--- config.mk ---
export PLATFORM = sky130hd
export DESIGN_NAME = crank_wheel_gen
export DESIGN_NICKNAME = d
export VERILOG_FILES = /design/src/rtl/crank_wheel_gen_pkg.sv /design/src/rtl/crank_wheel_gen_tooth_timer.sv /design/src/rtl/crank_wheel_gen.sv
export SDC_FILE = /design/constraint.sdc
export NUM_CORES = 1
export LEC_CHECK = 0
export CELL_PAD_IN_SITES_DETAIL_PLACEMENT = 1
export CELL_PAD_IN_SITES_GLOBAL_PLACEMENT = 2
export CORE_ASPECT_RATIO = 0.9
export CORE_MARGIN = 2
export CORE_UTILIZATION = 35
export CTS_CLUSTER_DIAMETER = 30
export DETAILED_ROUTE_END_ITERATION = 10
export PLACE_DENSITY_LB_ADDON = 0.15
export SYNTH_ARGS = -nofsm -noshare
export SYNTH_HDL_FRONTEND = slang
export SYNTH_SLANG_ARGS = --single-unit
--- constraint.sdc ---
create_clock -name i_clk -period 4.19 [get_ports i_clk]
set_input_delay 0.6285 -clock i_clk [delete_from_list [all_inputs] [get_ports i_clk]]
set_output_delay 0.6285 -clock i_clk [all_outputs]
set_load 0.01 [all_outputs]
--- src/rtl/crank_wheel_gen_pkg.sv ---
// Shared types and helpers for the crank wheel generator.
// Widths, FSM state encoding, latched configuration record and validity/clamp helpers.
package crank_gen_pkg;

    localparam int WIDTH_PER     = 24;
    localparam int WIDTH_TOOTH   = 8;
    localparam int MIN_TOOTH_PER = 2;

    typedef enum logic [1:0] {
        ST_IDLE  = 2'd0,
        ST_ACT   = 2'd1,
        ST_INACT = 2'd2,
        ST_GAP   = 2'd3
    } state_t;

    typedef struct packed {
        logic [WIDTH_PER-1:0]   per;
        logic [WIDTH_PER-1:0]   duty;
        logic [WIDTH_TOOTH-1:0] total;
        logic [WIDTH_TOOTH-1:0] gap;
        logic                   pol;
    } cfg_t;

    function automatic logic cfg_invalid(
        input logic [WIDTH_PER-1:0]   per,
        input logic [WIDTH_TOOTH-1:0] total,
        input logic [WIDTH_TOOTH-1:0] gap
    );
        return (per < WIDTH_PER'(MIN_TOOTH_PER)) || (gap >= total) || (total == '0);
    endfunction

    // Duty is clamped so every tooth keeps at least one inactive tick.
    function automatic cfg_t cfg_latch(
        input logic [WIDTH_PER-1:0]   per,
        input logic [WIDTH_PER-1:0]   duty,
        input logic [WIDTH_TOOTH-1:0] total,
        input logic [WIDTH_TOOTH-1:0] gap,
        input logic                   pol
    );
        cfg_t c;
        c.per   = per;
        c.duty  = (duty >= per) ? (per - WIDTH_PER'(1)) : duty;
        c.total = total;
        c.gap   = gap;
        c.pol   = pol;
        return c;
    endfunction

endpackage

--- src/rtl/crank_wheel_gen_tooth_timer.sv ---
// Per-tooth tick counter: counts ena ticks from 0 to per-1 and flags the
// duty boundary and the tooth end on the tick that reaches them.
module tooth_timer
    import crank_gen_pkg::*;
(
    input  logic                 i_clk,
    input  logic                 i_rst_n,
    input  logic                 i_ena,
    input  logic                 i_clr,
    input  logic [WIDTH_PER-1:0] i_duty,
    input  logic [WIDTH_PER-1:0] i_per,
    output logic                 o_duty_hit,
    output logic                 o_tooth_end
);

    logic [WIDTH_PER-1:0] r_cnt;
    logic [WIDTH_PER-1:0] w_cnt_inc;

    assign w_cnt_inc   = r_cnt + WIDTH_PER'(1);
    assign o_duty_hit  = i_ena && (w_cnt_inc == i_duty);
    assign o_tooth_end = i_ena && (r_cnt == (i_per - WIDTH_PER'(1)));

    always_ff @(posedge i_clk or negedge i_rst_n) begin
        if (!i_rst_n) begin
            r_cnt <= '0;
        end else if (i_clr) begin
            r_cnt <= '0;
        end else if (i_ena) begin
            r_cnt <= o_tooth_end ? '0 : w_cnt_inc;
        end
    end

endmodule

--- src/rtl/crank_wheel_gen.sv ---
// Missing-tooth crank wheel generator; config latched at start and at each revolution wrap.
// Optional CRANK_GEN_CAM_EN adds a cam output toggling once per revolution.
//
// state    | meaning
// ---------+---------------------------------------------
// ST_IDLE  | stopped, q holds inactive level of last pol
// ST_ACT   | real tooth, active level
// ST_INACT | real tooth, inactive level
// ST_GAP   | missing-tooth region, inactive level
module crank_wheel_gen
    import crank_gen_pkg::*;
(
    input  logic                   i_clk,
    input  logic                   i_rst_n,
    input  logic                   i_ena,
    input  logic                   i_start,
    input  logic                   i_stop,
    input  logic [WIDTH_PER-1:0]   i_tooth_per,
    input  logic [WIDTH_PER-1:0]   i_duty,
    input  logic [WIDTH_TOOTH-1:0] i_teeth_total,
    input  logic [WIDTH_TOOTH-1:0] i_teeth_gap,
    input  logic                   i_pol,
    output logic                   o_q,
    output logic [WIDTH_TOOTH-1:0] o_tooth_num,
    output logic                   o_gap,
    output logic                   o_rev_strb,
    output logic                   o_busy,
    output logic                   o_cfg_err,
    output logic                   o_cam
);

    state_t                 r_state, w_state_nxt;
    cfg_t                   r_cfg, w_cfg_nxt, w_cfg_new;
    logic [WIDTH_TOOTH-1:0] r_tooth_num, w_tooth_nxt, w_next_idx, w_real_teeth;
    logic                   r_stop_pend, w_stop_now, w_wrap, w_cfg_err;
    logic                   w_duty_hit, w_tooth_end, w_run, w_last;
    logic                   r_q, r_gap, r_rev_strb, r_busy;
    logic                   w_q_nxt, w_gap_nxt, w_busy_nxt;

    assign w_cfg_err    = cfg_invalid(i_tooth_per, i_teeth_total, i_teeth_gap);
    assign w_cfg_new    = cfg_latch(i_tooth_per, i_duty, i_teeth_total, i_teeth_gap, i_pol);
    assign w_run        = (r_state != ST_IDLE);
    assign w_stop_now   = r_stop_pend | i_stop;
    assign w_next_idx   = r_tooth_num + WIDTH_TOOTH'(1);
    assign w_real_teeth = r_cfg.total - r_cfg.gap;
    assign w_last       = (w_next_idx == r_cfg.total);

    tooth_timer u_timer (
        .i_clk      (i_clk),
        .i_rst_n    (i_rst_n),
        .i_ena      (i_ena & w_run),
        .i_clr      (~w_run),
        .i_duty     (r_cfg.duty),
        .i_per      (r_cfg.per),
        .o_duty_hit (w_duty_hit),
        .o_tooth_end(w_tooth_end)
    );

    always_comb begin
        w_state_nxt = r_state;
        w_cfg_nxt   = r_cfg;
        w_tooth_nxt = r_tooth_num;
        w_wrap      = 1'b0;
        case (r_state)
            ST_IDLE: begin
                if (i_start && !w_cfg_err) begin
                    w_cfg_nxt   = w_cfg_new;
                    w_tooth_nxt = '0;
                    w_state_nxt = (w_cfg_new.duty == '0) ? ST_INACT : ST_ACT;
                end
            end
            default: begin
                if (w_tooth_end) begin
                    if (w_last) begin
                        // Revolution boundary: the only point a new config may take effect.
                        w_wrap      = 1'b1;
                        w_tooth_nxt = '0;
                        if (!w_cfg_err) begin
                            w_cfg_nxt = w_cfg_new;
                        end
                        if (w_stop_now) begin
                            w_state_nxt = ST_IDLE;
                        end else begin
                            w_state_nxt = (w_cfg_nxt.duty == '0) ? ST_INACT : ST_ACT;
                        end
                    end else begin
                        w_tooth_nxt = w_next_idx;
                        if (w_next_idx >= w_real_teeth) begin
                            w_state_nxt = ST_GAP;
                        end else begin
                            w_state_nxt = (r_cfg.duty == '0) ? ST_INACT : ST_ACT;
                        end
                    end
                end else if ((r_state == ST_ACT) && w_duty_hit) begin
                    w_state_nxt = ST_INACT;
                end
            end
        endcase
    end

    always_comb begin
        w_q_nxt    = (w_state_nxt == ST_ACT) ^ w_cfg_nxt.pol;
        w_gap_nxt  = (w_state_nxt == ST_GAP);
        w_busy_nxt = (w_state_nxt != ST_IDLE);
    end

    always_ff @(posedge i_clk or negedge i_rst_n) begin
        if (!i_rst_n) begin
            r_state     <= ST_IDLE;
            r_cfg       <= '0;
            r_tooth_num <= '0;
            r_stop_pend <= 1'b0;
            r_q         <= 1'b0;
            r_gap       <= 1'b0;
            r_rev_strb  <= 1'b0;
            r_busy      <= 1'b0;
        end else begin
            r_state     <= w_state_nxt;
            r_cfg       <= w_cfg_nxt;
            r_tooth_num <= w_tooth_nxt;
            r_stop_pend <= (w_state_nxt == ST_IDLE) ? 1'b0 : (r_stop_pend | (w_run & i_stop));
            r_q         <= w_q_nxt;
            r_gap       <= w_gap_nxt;
            r_rev_strb  <= w_wrap;
            r_busy      <= w_busy_nxt;
        end
    end

`ifdef CRANK_GEN_CAM_EN
    logic r_cam;

    always_ff @(posedge i_clk or negedge i_rst_n) begin
        if (!i_rst_n) begin
            r_cam <= 1'b0;
        end else if (w_state_nxt == ST_IDLE) begin
            r_cam <= 1'b0;
        end else if (w_wrap) begin
            r_cam <= ~r_cam;
        end
    end

    assign o_cam = r_cam;
`else
    assign o_cam = 1'b0;
`endif

    assign o_q         = r_q;
    assign o_tooth_num = r_tooth_num;
    assign o_gap       = r_gap;
    assign o_rev_strb  = r_rev_strb;
    assign o_busy      = r_busy;
    assign o_cfg_err   = w_cfg_err;

endmodule

==> flow_metrics.env, run 1 <==
export IMPL_outcome="complete, no violations"
export IMPL_p_leak_uw=0.00450
export IMPL_critical_path_max_stage_delay_ns=0.65
export IMPL_overflow=0
export IMPL_grt_pass1_wl_microns=47400
export IMPL_synth_area_top_cells="dfrtp_1 (30%), ha_1 (7.4%), xnor2_1 (6.6%)"
export IMPL_hold_class="input pin to async pin"
export IMPL_drt_initial_drc_count=455
export IMPL_grt_total_usage_pct=23.3
export IMPL_fin_ws_ns=0.265
export IMPL_multi_input_area_sq_um=5540
export IMPL_fin_crit_sh_pct=93.7
export IMPL_powerDensity_nw_per_um2=234
export IMPL_first_pass_iters=4
export IMPL_gp_congestion=0.876
export IMPL_synth_cells=1069
export IMPL_yosys_top_cells_count="nand2_1 (107), dfrtp_1 (104), nor2_1 (85)"
export IMPL_path_max_fanout=6
export IMPL_p_int_uw=1710
export IMPL_crit_slowest_cell="a21oi_1"
export IMPL_grt_max_degree=67
export IMPL_switching_share_pct=29.4
export IMPL_p_switching_uw=709
export IMPL_fillers=2907
export IMPL_cp_start_kind="input pin"
export IMPL_async_reset_ff_share_pct=100
export IMPL_clkTransAtPathRegs_ns=0.08
export IMPL_skew_ns=0.00852
export IMPL_drv_cap=0
export IMPL_yosysMostFrequentCell="nand2_1"
export IMPL_cts_tree="built"
export IMPL_synth_top_area_share_pct=30.2
export IMPL_num_io_pins=84
export IMPL_path_delay_family="compound AO/OA/AOI/OAI gates"
export IMPL_cpMostUsedCell="clkdlybuf4s50_1"
export IMPL_synth_area_leader_cell="dfrtp_1"
export IMPL_ys_ff_latch=104
export IMPL_drv_slew=0
export IMPL_start_util_pct=35.6
export IMPL_drc=0
export IMPL_hold_violations=0
export IMPL_place_inst=1451
export IMPL_die_area_sq_um=25900
export IMPL_clk_path_buf_depth=2
export IMPL_cts_root_buf="clkbuf_16"
export IMPL_regArea_sq_um=2600
export IMPL_worstPathRequired_ns=3.56
export IMPL_cts_buffers=9
export IMPL_synth_edf_count=0
export IMPL_combinationalPowerShare_pct=19.2
export IMPL_yosysUniqueCellTypes=80
export IMPL_synth_ff_type="dfrtp_1"
export IMPL_clkPwrFrac_pct=37.4
export IMPL_syn_avg_cell_area_sq_um=8.06
export IMPL_slew_limit_headroom_pct=34.4
export IMPL_setup_viol=0
export IMPL_netlist_area_sq_um=8620
export IMPL_yosys_warnings=0
export IMPL_place_ws_ns=-0.0278
export IMPL_dpl_hpwl_microns=24200
export IMPL_row_count=54
export IMPL_seqPwrFrac_pct=43.4
export IMPL_tightest_slew_ns=0.983
export IMPL_portBuffers=82
export IMPL_hold_ws_ns=0.352
export IMPL_num_vias=8132
export IMPL_path_buf_inv=3
export IMPL_ant_nets=0
export IMPL_wirelength_microns=29400
export IMPL_worstPathCellList="clkdlybuf4s50_1 -> ha_1 -> nand2b_1 -> a21o_1 -> a211o_1 -> a21oi_1 -> inv_1 -> clkdlybuf4s50_1"
export IMPL_worstSkewPairLatency_ns=0.36
export IMPL_synth_nets=1191
export IMPL_seq_area_frac_synth_pct=30.2
export IMPL_syn_to_final_growth_pct=19.7
export IMPL_fin_crit_ns=3.92
export IMPL_max_freq_ghz=0.255
export IMPL_ir_drop_v=0.000182
export IMPL_rsz0062_at_grt="false"
export IMPL_finalPower_uw=2410
export IMPL_post_cts_buffers=0
export IMPL_die_w_microns=169
export IMPL_antenna_found_initial=0
export IMPL_viasPerCell=5.54
export IMPL_cts_sinks=104
export IMPL_core_sq_um=24200
export IMPL_die_h_microns=153
export IMPL_fin_nets=1276
export IMPL_final_cells=1467
export IMPL_grt_pass1_vias=8309
export IMPL_drive_gt1_share_pct=7.94
export IMPL_critPathKind="input pin to output pin"
export IMPL_cts_htree_levels=3
export IMPL_endpoint_kind="output pin"
export IMPL_antenna_cells=0
export IMPL_wl_per_cell_microns=20.0
export IMPL_arrival_ns=3.30
worst reg2reg max path: cells and delay by family (launching register included):
family	cells	cell delay, ns
DFF	1	0.38
buffers and inverters	1	0.27
and+or+nand+nor	5	2.27
muxes	1	0.37
AOI/OAI and AO/OA	3	0.53
worst paths after layout:
path                             startpoint                 to  slack, ns  cells past startpoint
setup reg to reg                  r_cfg[46]          r_cfg[18]       0.27                     10
hold / removal                      i_rst_n           r_cfg[9]       0.35                      1
hold reg to reg                 r_stop_pend        r_stop_pend       0.50                      2
max in group asynchronous           i_rst_n  u_timer.r_cnt[19]       2.90                      2
setup / recovery           i_teeth_total[0]          o_cfg_err       0.27                      8
min in group i_clk              r_stop_pend        r_stop_pend       0.50                      2
cells in the final DEF, fill, tap and decap left out, drive strengths merged, types with 11 or more instances in the layout:
cell             n
o31ai           16
or3             12
and2            11
ha              51
clkbuf          11
nand3           37
xnor2           65
nor3            27
inv             68
nor2            85
nor4            34
o21ai          115
a21oi           54
nand2          107
nand4           23
buf             52
or4             15
xor2            30
dfrtp          104
clkdlybuf4s50   81
power by group through the flow:
stage               Sequential (uW)  Clock (uW)  Combinational [uW]
floorplan                      1050           0                 240
detailed placement             1070           0                 467
CTS                            1050         934                 468
finish                         1050         902                 465
global route                   1050         963                 516
global placement               1070           0                 459
per-layer routing:
| layer | vias to the layer above | wire, microns | global-route usage [%] |
|---|---|---|---|
| met3 | 19 | 936 | 2.77 |
| met4 | 0 | 332 | 4.15 |
| met1 | 3933 | 15600 | 36.4 |
| met5 | - | 0 | 0 |
| li1 | 4026 | - | - |
| met2 | 154 | 12500 | 34.7 |
cell type report:
cell class	instances	share of cell area (%)
clock inverter	5	0.606
tap	308	3.73
clock buffer	11	2.35
sequential	104	25.2
inverter	66	2.40
timing repair buffer	133	12.0
multi-input combinational	840	53.7
registers in the layout (all words and copies together), names as in the netlist, 2 cells and up:
| name | flops |
|---|---|
| r_cfg | 65 |
| r_state | 2 |
| o_tooth_num | 8 |
| u_timer.r_cnt | 24 |
stage by stage:
stage,setup TNS (ns),area (sq um),util [%]
final,0,10300,42.7
after global routing,0,10300,42.7
after CTS,0,10300,42.6
after detailed placement,-0.0278,10000,41.4
after global placement,0,10000,41.4
after floorplan,0,8620,-
kinds of logic (layout without fill, tap and decap cells):
logic type | after synthesis | after routing | synth area share (%)
AO/OA/AOI/OAI | 265 | 265 | 18.9
XOR/XNOR | 100 | 100 | 11.0
adder cells (fa/ha/maj) | 52 | 52 | 7.63
buffers and inverters | 125 | 215 | 5.81
flip-flops | 104 | 104 | 30.2
multiplexers | 16 | 16 | 2.05
other | 1 | 1 | 0.0435
AND/OR/NAND/NOR | 406 | 406 | 24.4
timing repair:
action | in CTS | in global routing
hold buffers | 0 | 0
setup endpoints to repair | 0 | 4
resized for setup | 0 | 4
No activity file was read; power rests on OpenSTA's default activity.
==> inputs of run 2 (changes only) <==
--- a/config.mk
+++ b/config.mk
@@ -5,14 +5,16 @@
 export SDC_FILE = /design/constraint.sdc
 export NUM_CORES = 1
 export LEC_CHECK = 0
+export ABC_AREA = 1
 export CELL_PAD_IN_SITES_DETAIL_PLACEMENT = 1
 export CELL_PAD_IN_SITES_GLOBAL_PLACEMENT = 2
 export CORE_ASPECT_RATIO = 0.9
 export CORE_MARGIN = 2
-export CORE_UTILIZATION = 35
+export CORE_UTILIZATION = 33
 export CTS_CLUSTER_DIAMETER = 30
 export DETAILED_ROUTE_END_ITERATION = 10
 export PLACE_DENSITY_LB_ADDON = 0.15
+export RECOVER_POWER = 25
 export SYNTH_ARGS = -nofsm -noshare
 export SYNTH_HDL_FRONTEND = slang
 export SYNTH_SLANG_ARGS = --single-unit
==> flow_metrics.env, run 2 <==
export IMPL_slew_limit_headroom_pct=-17.0
export IMPL_start_util_pct=33.4
export IMPL_clkTransAtPathRegs_ns=0.09
export IMPL_critPathKind="input pin to output pin"
export IMPL_yosysUniqueCellTypes=55
export IMPL_clk_path_buf_depth=2
export IMPL_viasPerCell=5.17
export IMPL_synth_area_top_cells="dfrtp_1 (26%), nand2_1 (18%), nand3_1 (7.1%)"
export IMPL_hold_class="flip-flop to flip-flop"
export IMPL_min_delay_start="r_cfg[3]"
export IMPL_drc=0
export IMPL_fin_crit_ns=3.86
export IMPL_setup_viol=0
export IMPL_cts_root_buf="clkbuf_16"
export IMPL_whs_endpoint="r_cfg[3]"
export IMPL_p_switching_uw=3260
export IMPL_switching_share_pct=50.0
export IMPL_cts_buffers=9
export IMPL_yosys_top_cells_count="nand2_1 (476), inv_1 (184), nor2_1 (146)"
export IMPL_num_vias=10500
export IMPL_fin_util_pct=39.1
export IMPL_ys_ff_latch=104
export IMPL_synth_area_leader_cell="dfrtp_1"
export IMPL_violations="max-capacitance violations, max-slew violations"
export IMPL_fin_nets=1744
export IMPL_antenna_found_initial=0
export IMPL_first_pass_iters=5
export IMPL_portBuffers=82
export IMPL_startpoint="i_teeth_total[6]"
export IMPL_cp_start_kind="input pin"
export IMPL_final_cells=2030
export IMPL_clkPwrFrac_pct=15.8
export IMPL_grt_pass1_vias=10800
export IMPL_die_area_sq_um=31600
export IMPL_tightest_slew_ns=1.75
export IMPL_synth_top_area_share_pct=26.1
export IMPL_place_inst=2014
export IMPL_antenna_cells=0
export IMPL_finalPower_uw=6520
export IMPL_cts_htree_levels=3
export IMPL_overflow=0
export IMPL_seqPwrFrac_pct=30.8
export IMPL_netlist_area_sq_um=9960
export IMPL_fin_setup_tns_ns=0
export IMPL_yosysMostFrequentCell="nand2_1"
export IMPL_path_max_fanout=22
export IMPL_hold_depth=2
export IMPL_worstPathRequired_ns=3.56
export IMPL_wirelength_microns=41400
export IMPL_largest_reg_flops=65
export IMPL_grt_pass1_wl_microns=64700
export IMPL_syn_to_final_growth_pct=16.9
export IMPL_synth_nets=1663
export IMPL_drive_gt1_share_pct=7.31
export IMPL_cts_resized=0
export IMPL_reg2reg_setup_slack_ns=0.46
export IMPL_max_freq_ghz=0.259
export IMPL_skew_ns=0.0152
export IMPL_synth_edf_count=0
export IMPL_grt_max_degree=81
export IMPL_core_sq_um=29800
export IMPL_synth_cells=1541
export IMPL_row_count=60
export IMPL_synth_ff_type="dfrtp_1"
export IMPL_p_leak_uw=0.00562
export IMPL_post_cts_buffers=0
export IMPL_reg2reg_from="r_cfg[3]"
export IMPL_syn_avg_cell_area_sq_um=6.47
export IMPL_powerDensity_nw_per_um2=560
export IMPL_endpoint_kind="output pin"
export IMPL_grt_total_usage_pct=27.0
export IMPL_cts_sinks=104
export IMPL_hold_violations=0
export IMPL_seq_area_frac_synth_pct=26.1
export IMPL_gp_congestion=0.905
export IMPL_async_reset_ff_share_pct=100
export IMPL_final_cell_mix="nand2_1 (476), inv_1 (184), nor2_1 (146)"
export IMPL_hold_ws_ns=0.504
export IMPL_r2r_end="o_busy"
export IMPL_die_h_microns=169
export IMPL_yosys_warnings=0
export IMPL_fin_crit_sh_pct=92.1
export IMPL_rsz0062_at_grt="false"
export IMPL_drv_cap=1
export IMPL_ant_nets=0
export IMPL_worst_r2r_cell_count=20
export IMPL_worstSkewPairLatency_ns=0.37
export IMPL_layout_commonest_cell="nand2_1"
export IMPL_p_int_uw=3260
export IMPL_cts_hold_buf=0
export IMPL_drt_initial_drc_count=587
export IMPL_top_register="r_cfg"
export IMPL_drv_slew=62
export IMPL_combinationalPowerShare_pct=53.4
export IMPL_cts_tree="built"
export IMPL_outcome="finished, violations left"
export IMPL_arrival_ns=3.23
export IMPL_dpl_hpwl_microns=34300
export IMPL_die_w_microns=187
export IMPL_ir_drop_v=0.000266
export IMPL_num_io_pins=84
export IMPL_wl_per_cell_microns=20.4
-- run 2: cells by family (layout without fill, tap and decap cells) --
logic type      after synthesis  after routing  share of synthesized area [%]
flops                       104            104                           26.1
compound gates              159            159                           9.79
fa+ha+maj                    52             52                           6.60
simple gates                915            915                           40.7
other cells                   1              1                         0.0376
buf+inv                     237            323                           9.73
xor+xnor                     73             73                           7.04
-- run 2: worst max-delay path by stage --
stage | endpoint | cells past startpoint
after global routing | r_stop_pend | 20
after floorplan | r_stop_pend | 19
after global placement | o_busy | 22
after detailed placement | o_busy | 23
final | o_cfg_err | 10
after CTS | o_cfg_err | 10
-- run 2: cell type report --
class / count / area (sq um)
fill: 3869 / 18200
multi-input combinational: 1200 / 6400
sequential: 104 / 2600
timing repair buffer: 113 / 1070
inverter: 194 / 728
tap: 403 / 504
clock buffer: 9 / 225
clock inverter: 7 / 111
-- run 2: routing by layer --
metal	track usage [%]	vias to the layer above	wire [microns]
li1	-	5167	-
met1	38.6	5057	20500
met2	43.4	235	18400
met3	3.34	37	1770
met4	6.07	0	780
met5	0	-	0
-- run 2: per-stage QoR --
| stage | worst slack, ns | cell area [sq um] |
|---|---|---|
| after floorplan | 1.13 | 9960 |
| after global placement | 0.217 | 11300 |
| after detailed placement | 0.163 | 11300 |
| after CTS | 0.353 | 11600 |
| after global routing | 0.0742 | 11600 |
| final | 0.332 | 11600 |
-- run 2: critical path: stages --
cell and delay (ns):
clkdlybuf4s50_1 0.47, inv_1 0.10, ha_1 0.29, nand2_1 0.07, nor2_1 0.18, nand4_1 0.13, nand3_1 0.19, nor2_1 0.08
o21ai_2 0.38, clkdlybuf4s50_1 0.70
-- run 2: power by group through the flow --
| stage | logic (uW) | registers (uW) | clock network (uW) |
|---|---|---|---|
| after floorplan | 2520 | 1720 | 0 |
| after global placement | 3410 | 2000 | 0 |
| after detailed placement | 3480 | 2010 | 0 |
| after CTS | 3500 | 1990 | 1050 |
| after global routing | 4000 | 2060 | 1080 |
| final | 3480 | 2010 | 1030 |
==> inputs of run 3 (changes only) <==
--- a/config.mk
+++ b/config.mk
@@ -6,12 +6,14 @@
 export NUM_CORES = 1
 export LEC_CHECK = 0
 export ABC_AREA = 1
+export CAP_MARGIN = 10
 export CELL_PAD_IN_SITES_DETAIL_PLACEMENT = 1
 export CELL_PAD_IN_SITES_GLOBAL_PLACEMENT = 2
 export CORE_ASPECT_RATIO = 0.9
 export CORE_MARGIN = 2
 export CORE_UTILIZATION = 33
 export CTS_CLUSTER_DIAMETER = 30
+export CTS_CLUSTER_SIZE = 16
 export DETAILED_ROUTE_END_ITERATION = 10
 export PLACE_DENSITY_LB_ADDON = 0.15
 export RECOVER_POWER = 25
==> results of run 3 <==
No change in the layout: final DEF, timing and power equal those of run 2.
==> edit 1, RTL diff (config.mk and constraints of run 2) <==
`WIDTH_PER`: 24 -> 16.
--- a/src/rtl/crank_wheel_gen_pkg.sv
+++ b/src/rtl/crank_wheel_gen_pkg.sv
@@ -3,5 +3,5 @@
 package crank_gen_pkg;
 
-    localparam int WIDTH_PER     = 24;
+    localparam int WIDTH_PER     = 16;
     localparam int WIDTH_TOOTH   = 8;
     localparam int MIN_TOOTH_PER = 2;
Ports: changed (resized i_duty and i_tooth_per); port bits go from 84 to 68. The function was not compared with the original's and may differ.
==> edit 1 against run 2 <==
- the run still ends with max-capacitance violations, max-slew violations left
- area after synthesis shrank 32%
- design area shrank 31%
- first-iteration DRC count shrank 40%
- routed wire length shrank 45%
- register-to-register slack gained 0.05 ns
- worst setup slack gained 0.17 ns
- utilization grew 1.1 points
- power shrank 66%
- sequential cell count shrank 24
- clock power shrank 12%
- largest cell class unchanged
==> edit 1: results (changes against run 2) <==
| Metric | Value |
|---|---|
| Met1 Wirelength | 12.4 mm (-39%) |
| Max Cap Viol | 1 (unchanged) |
| Vias per cell | 4.89 (-5.4%) |
| Metal3 WL | 607 µm (-66%) |
| CP max FO | 4 (-82%) |
| Gpl congestion | 0.810 (-11%) |
| Reg2reg end | r_stop_pend$_DFF_PN0_ |
| Highest Signal Layer | met4 |
| Antenna violations before repair | 0 (unchanged) |
| Setup Buffers After CTS | 0 (unchanged) |
| Ys flop type | dfrtp_1 |
| R2R setup slack | 0.51 ns (+0.05 ns) |
| Nets | 1170 (-33%) |
| Worst hold start | r_cfg[34]$_DFFE_PN0P_ |
| Most flop-heavy register | r_cfg |
| First-pass GRT wire length | 36.7 mm (-43%) |
| Largest net degree at the start of global routing | 60 (-26%) |
| Yosys cell types | 42 (-24%) |
| Antenna Cells | 0 (unchanged) |
| Place WS | 0.474 ns (+0.311 ns) |
| Slew @ Worst Pin | 1.70 ns (-0.0549 ns) |
| Num CTS Buffers | 9 (unchanged) |
| Vias in the first global route | 6650 (-39%) |
| Crit path required time | 4.43 ns (+0.87 ns) |
| Clock Path Buffers | 2 (unchanged) |
| Hold/Removal Path Class | reg2reg |
| Outcome | finished, violations left |
| Cts repair resizes | 0 (unchanged) |
| Reg clk slew, reported paths | 0.07 ns (-0.02 ns) |
| Clk root buf | clkbuf_16 |
| DR iter-0 viols | 354 (-40%) |
| Max FFs per register | 49 (-25%) |
| Asr flop ratio synth | 1.00 (unchanged) |
| Syn nets | 1103 (-34%) |
| Post-DP HPWL | 18.6 mm (-46%) |
| Synth top cells by count | nand2_1, inv_1, nor2_1 |
| Violated checks | max-capacitance violations, max-slew violations |
| Drt pass-1 iters | 4 (-1) |
| Setup Skew | 0.0107 ns (-0.00454 ns) |
| Pleak | 3.97 nW (-29%) |
| Max Slew Vio Count | 60 (-3.2%) |
| Hold depth | 2 (unchanged) |
| Layout cells sized above 1 | 0.0622 (-0.0109) |
| VDD IR max | 0.141 mV (-47%) |
| Worst-Skew Late Latency | 0.35 ns (-0.02 ns) |
| RR Startpoint | r_cfg[11]$_DFFE_PN0P_ |
| IO Port Bufs | 66 (-20%) |
| GRT Resource Usage Total | 0.216 (-0.0540) |
| Worst Hold End | r_cfg[34]$_DFFE_PN0P_ |
| Top post-synthesis cells by area | dfrtp_1, nand2_1, ha_1 |
| Yosys warns | 0 (unchanged) |
| Met2 Wirelength | 9.37 mm (-49%) |
| DRT Wirelength | 22.6 mm (-45%) |
| Critical-path top delay cell | dfrtp_1 |
| Path depth of the worst reg2reg path | 24 (+20%) |
| Total number of H-tree levels | 3 (unchanged) |
| Max incr delay on CP | 0.45 ns (-0.25 ns) |
| Post-synthesis sequential area ratio | 0.294 (+0.0325) |
edit 1: cell types whose count changed after synthesis, moves of 22 or more:
cell     change
nor2_1      -32
o21ai_1     -36
inv_1       -51
nor3_1      -22
nand2_1    -191
nand3_1     -72
nand4_1     -24
dfrtp_1     -24
edit 1: how the worst max path moves through the flow:
stage	to	from	slack, ns
floorplan	r_stop_pend$_DFF_PN0_	r_cfg[9]$_DFFE_PN0P_	1.22
global placement	r_stop_pend$_DFF_PN0_	i_tooth_per[7]	0.50
detailed placement	r_stop_pend$_DFF_PN0_	i_tooth_per[5]	0.47
CTS	r_stop_pend$_DFF_PN0_	r_cfg[11]$_DFFE_PN0P_	0.57
global route	o_busy$_DFF_PN0_	r_cfg[11]$_DFFE_PN0P_	0.11
finish	r_stop_pend$_DFF_PN0_	r_cfg[11]$_DFFE_PN0P_	0.51
edit 1: final cells by class:
cell class / count / area [µm²]
Tap cell: 255 / 319
Clock inverter: 6 / 90.1
Multi-Input combinational cell: 768 / 4180
Clock buffer: 10 / 239
Fill cell: 2603 / 12000
Inverter: 136 / 510
Sequential cell: 80 / 2000
Timing Repair Buffer: 77 / 738
edit 1: power by group:
part	switching, W	internal (W)
clock	0.000368	0.000541
combinational	0.000279	0.000175
sequential	0.0000289	0.000793
edit 1: cell families after synthesis:
| kind of cell | count (synthesis) | share of synthesized area |
|---|---|---|
| buffers and inverters | 157 | 0.0938 |
| other | 1 | 0.000550 |
| AO/OA/AOI/OAI | 119 | 0.108 |
| adder cells (fa/ha/maj) | 44 | 0.0819 |
| flip-flops | 80 | 0.294 |
| AND/OR/NAND/NOR | 548 | 0.351 |
| XOR/XNOR | 56 | 0.0720 |
edit 1: metal layers:
layer,track usage,vias up
met5,0,-
met1,0.334,3043
met4,0.0449,0
met3,0.0238,12
li1,-,3382
met2,0.320,79
edit 1: worst max-delay path, delay by kind of cell, from the launching register on:
family,cells,cell delay (ns)
fa+ha+maj,2,0.67
simple gates,13,1.07
flops,1,0.45
buf+inv,1,0.05
xor+xnor,1,0.28
compound gates,7,1.05
edit 1: metrics by stage:
stage	instance area, µm²	hold WS (ns)	instances
global route	8070	0.538	1332
detailed placement	7750	0.500	1316
floorplan	6820	0.333	1005
finish	8070	0.512	1332
global placement	7750	0.473	1316
CTS	8080	0.423	1332
==> edit 2, RTL diff (settings of run 2) <==
Made on the original files. The 4 states of `state_t` get a one-hot encoding in 4 bits.
--- a/src/rtl/crank_wheel_gen_pkg.sv
+++ b/src/rtl/crank_wheel_gen_pkg.sv
@@ -7,9 +7,9 @@
     localparam int MIN_TOOTH_PER = 2;
 
-    typedef enum logic [1:0] {
-        ST_IDLE  = 2'd0,
-        ST_ACT   = 2'd1,
-        ST_INACT = 2'd2,
-        ST_GAP   = 2'd3
+    typedef enum logic [3:0] {
+        ST_IDLE  = 4'b0001,
+        ST_ACT   = 4'b0010,
+        ST_INACT = 4'b0100,
+        ST_GAP   = 4'b1000
     } state_t;
 
Behaviour: same outputs for any inputs over 4 cycles, from zero or initial values and one cycle with i_rst_n low; so few cycles prove little.
==> edit 2 against run 2 <==
- the run still ends with max-capacitance violations, max-slew violations left
- sequential cell count increased by 2
- design area shrank 2.2%
- worst setup slack better by 0.063 ns
- non-clock buffer count decreased by 6
- routed wire length fell by 7.1%
- area after synthesis down 2.3%
- global-route usage down 1.0 points
- largest cell class unchanged
Power is not compared: it rests on default switching activity, and its combinational part moved more than twofold at a synthesized area within 25%.
==> edit 2: results (changes against run 2) <==
| Metric | Value |
|---|---|
| Worst hold start | r_cfg[24]$_DFFE_PN0P_ |
| Max Slew Vio Count | 62 (unchanged) |
| Non-clk invs | 182 (-6.2%) |
| Core Area | 0.0289 mm² (-2.9%) |
| Post-DP HPWL | 32.1 mm (-6.3%) |
| Largest net degree at the start of global routing | 62 (-23%) |
| Max incr delay on CP | 0.63 ns (-0.07 ns) |
| Max Cap Viol | 1 (unchanged) |
| Gpl congestion | 0.876 (-3.2%) |
| Buffers excl. clock | 107 (-5.3%) |
| Outcome | finished, violations left |
| CP startpoint | i_tooth_per[9] |
| Setup Skew | 0.0191 ns (+0.00384 ns) |
| Post-synthesis sequential area ratio | 0.273 (+0.0115) |
| Cell total after placement | 1926 (-4.4%) |
| Slew HR | -0.139 (+0.0314) |
| Sink Count | 106 (+1.9%) |
| Arrival @ worst endpoint | 3.17 ns (-0.06 ns) |
| ClkCell Share | 0.0267 (-0.00221) |
| Final core occ | 0.394 (+0.00296) |
| Yosys cell types | 54 (-1.8%) |
| Synth top cells by count | nand2_1, inv_1, nor2_1 |
| Nets | 1663 (-4.6%) |
| GRT Resource Usage Total | 0.259 (-0.0102) |
| Antenna Cells | 1 (+1) |
| CP max FO | 25 (+14%) |
| R2R setup slack | 0.43 ns (-0.03 ns) |
| Placed cell area | 0.0111 mm² (-2.0%) |
| DR iter-0 viols | 660 (+12%) |
| Top post-synthesis cells by area | dfrtp_1, nand2_1, nand3_1 |
| First-pass GRT wire length | 60.4 mm (-6.6%) |
| DR vias | 9880 (-5.9%) |
| Syn nets | 1580 (-5.0%) |
| Post-synthesis average cell area | 6.68 µm² (+3.2%) |
| Violated checks | max-capacitance violations, max-slew violations |
| Path depth of the worst reg2reg path | 21 (+5.0%) |
| Fraction of area in multi-input gates | 0.547 (-0.00220) |
| Vias in the first global route | 10099 (-6.6%) |
| Clock buffer count | 10 (+1) |
| #MultiIn Comb | 1135 (-5.4%) |
| Combinational power share | 0.371 |
| Place WS | 0.108 ns (-0.0552 ns) |
| NonClk Buf Share | 0.0892 (-0.00301) |
| Worst Hold End | r_cfg[24]$_DFFE_PN0P_ |
| Fill cell count | 3775 (-2.4%) |
| Vias per cell | 5.08 (-1.7%) |
| Antenna violations before repair | 1 (+1) |
| Mean routed wirelength per cell | 19.8 µm (-2.9%) |
## edit 2: metal layers
layer | global-route usage | vias to the layer above
met5 | 0 | -
met4 | 0.0514 | 0
met3 | 0.0321 | 20
met2 | 0.386 | 189
met1 | 0.399 | 4760
li1 | - | 4911
## edit 2: how the worst max path moves through the flow
stage	endpoint	slack, ns	cells past startpoint
after floorplan	r_stop_pend$_DFF_PN0_	1.21	24
final	o_cfg_err	0.39	9
after global placement	r_stop_pend$_DFF_PN0_	0.15	21
after global routing	o_busy$_DFF_PN0_	0.09	25
after detailed placement	r_stop_pend$_DFF_PN0_	0.11	23
after CTS	o_cfg_err	0.35	9
## edit 2: cells by family after synthesis
kind of cell | after synthesis | synth area share
and+or+nand+nor | 841 | 0.387
buffers and inverters | 217 | 0.0873
AOI/OAI and AO/OA | 142 | 0.0897
DFF | 106 | 0.273
xor gates and xnor gates | 92 | 0.0857
adders and majority gates | 52 | 0.0676
muxes | 7 | 0.00964
other | 1 | 0.000385
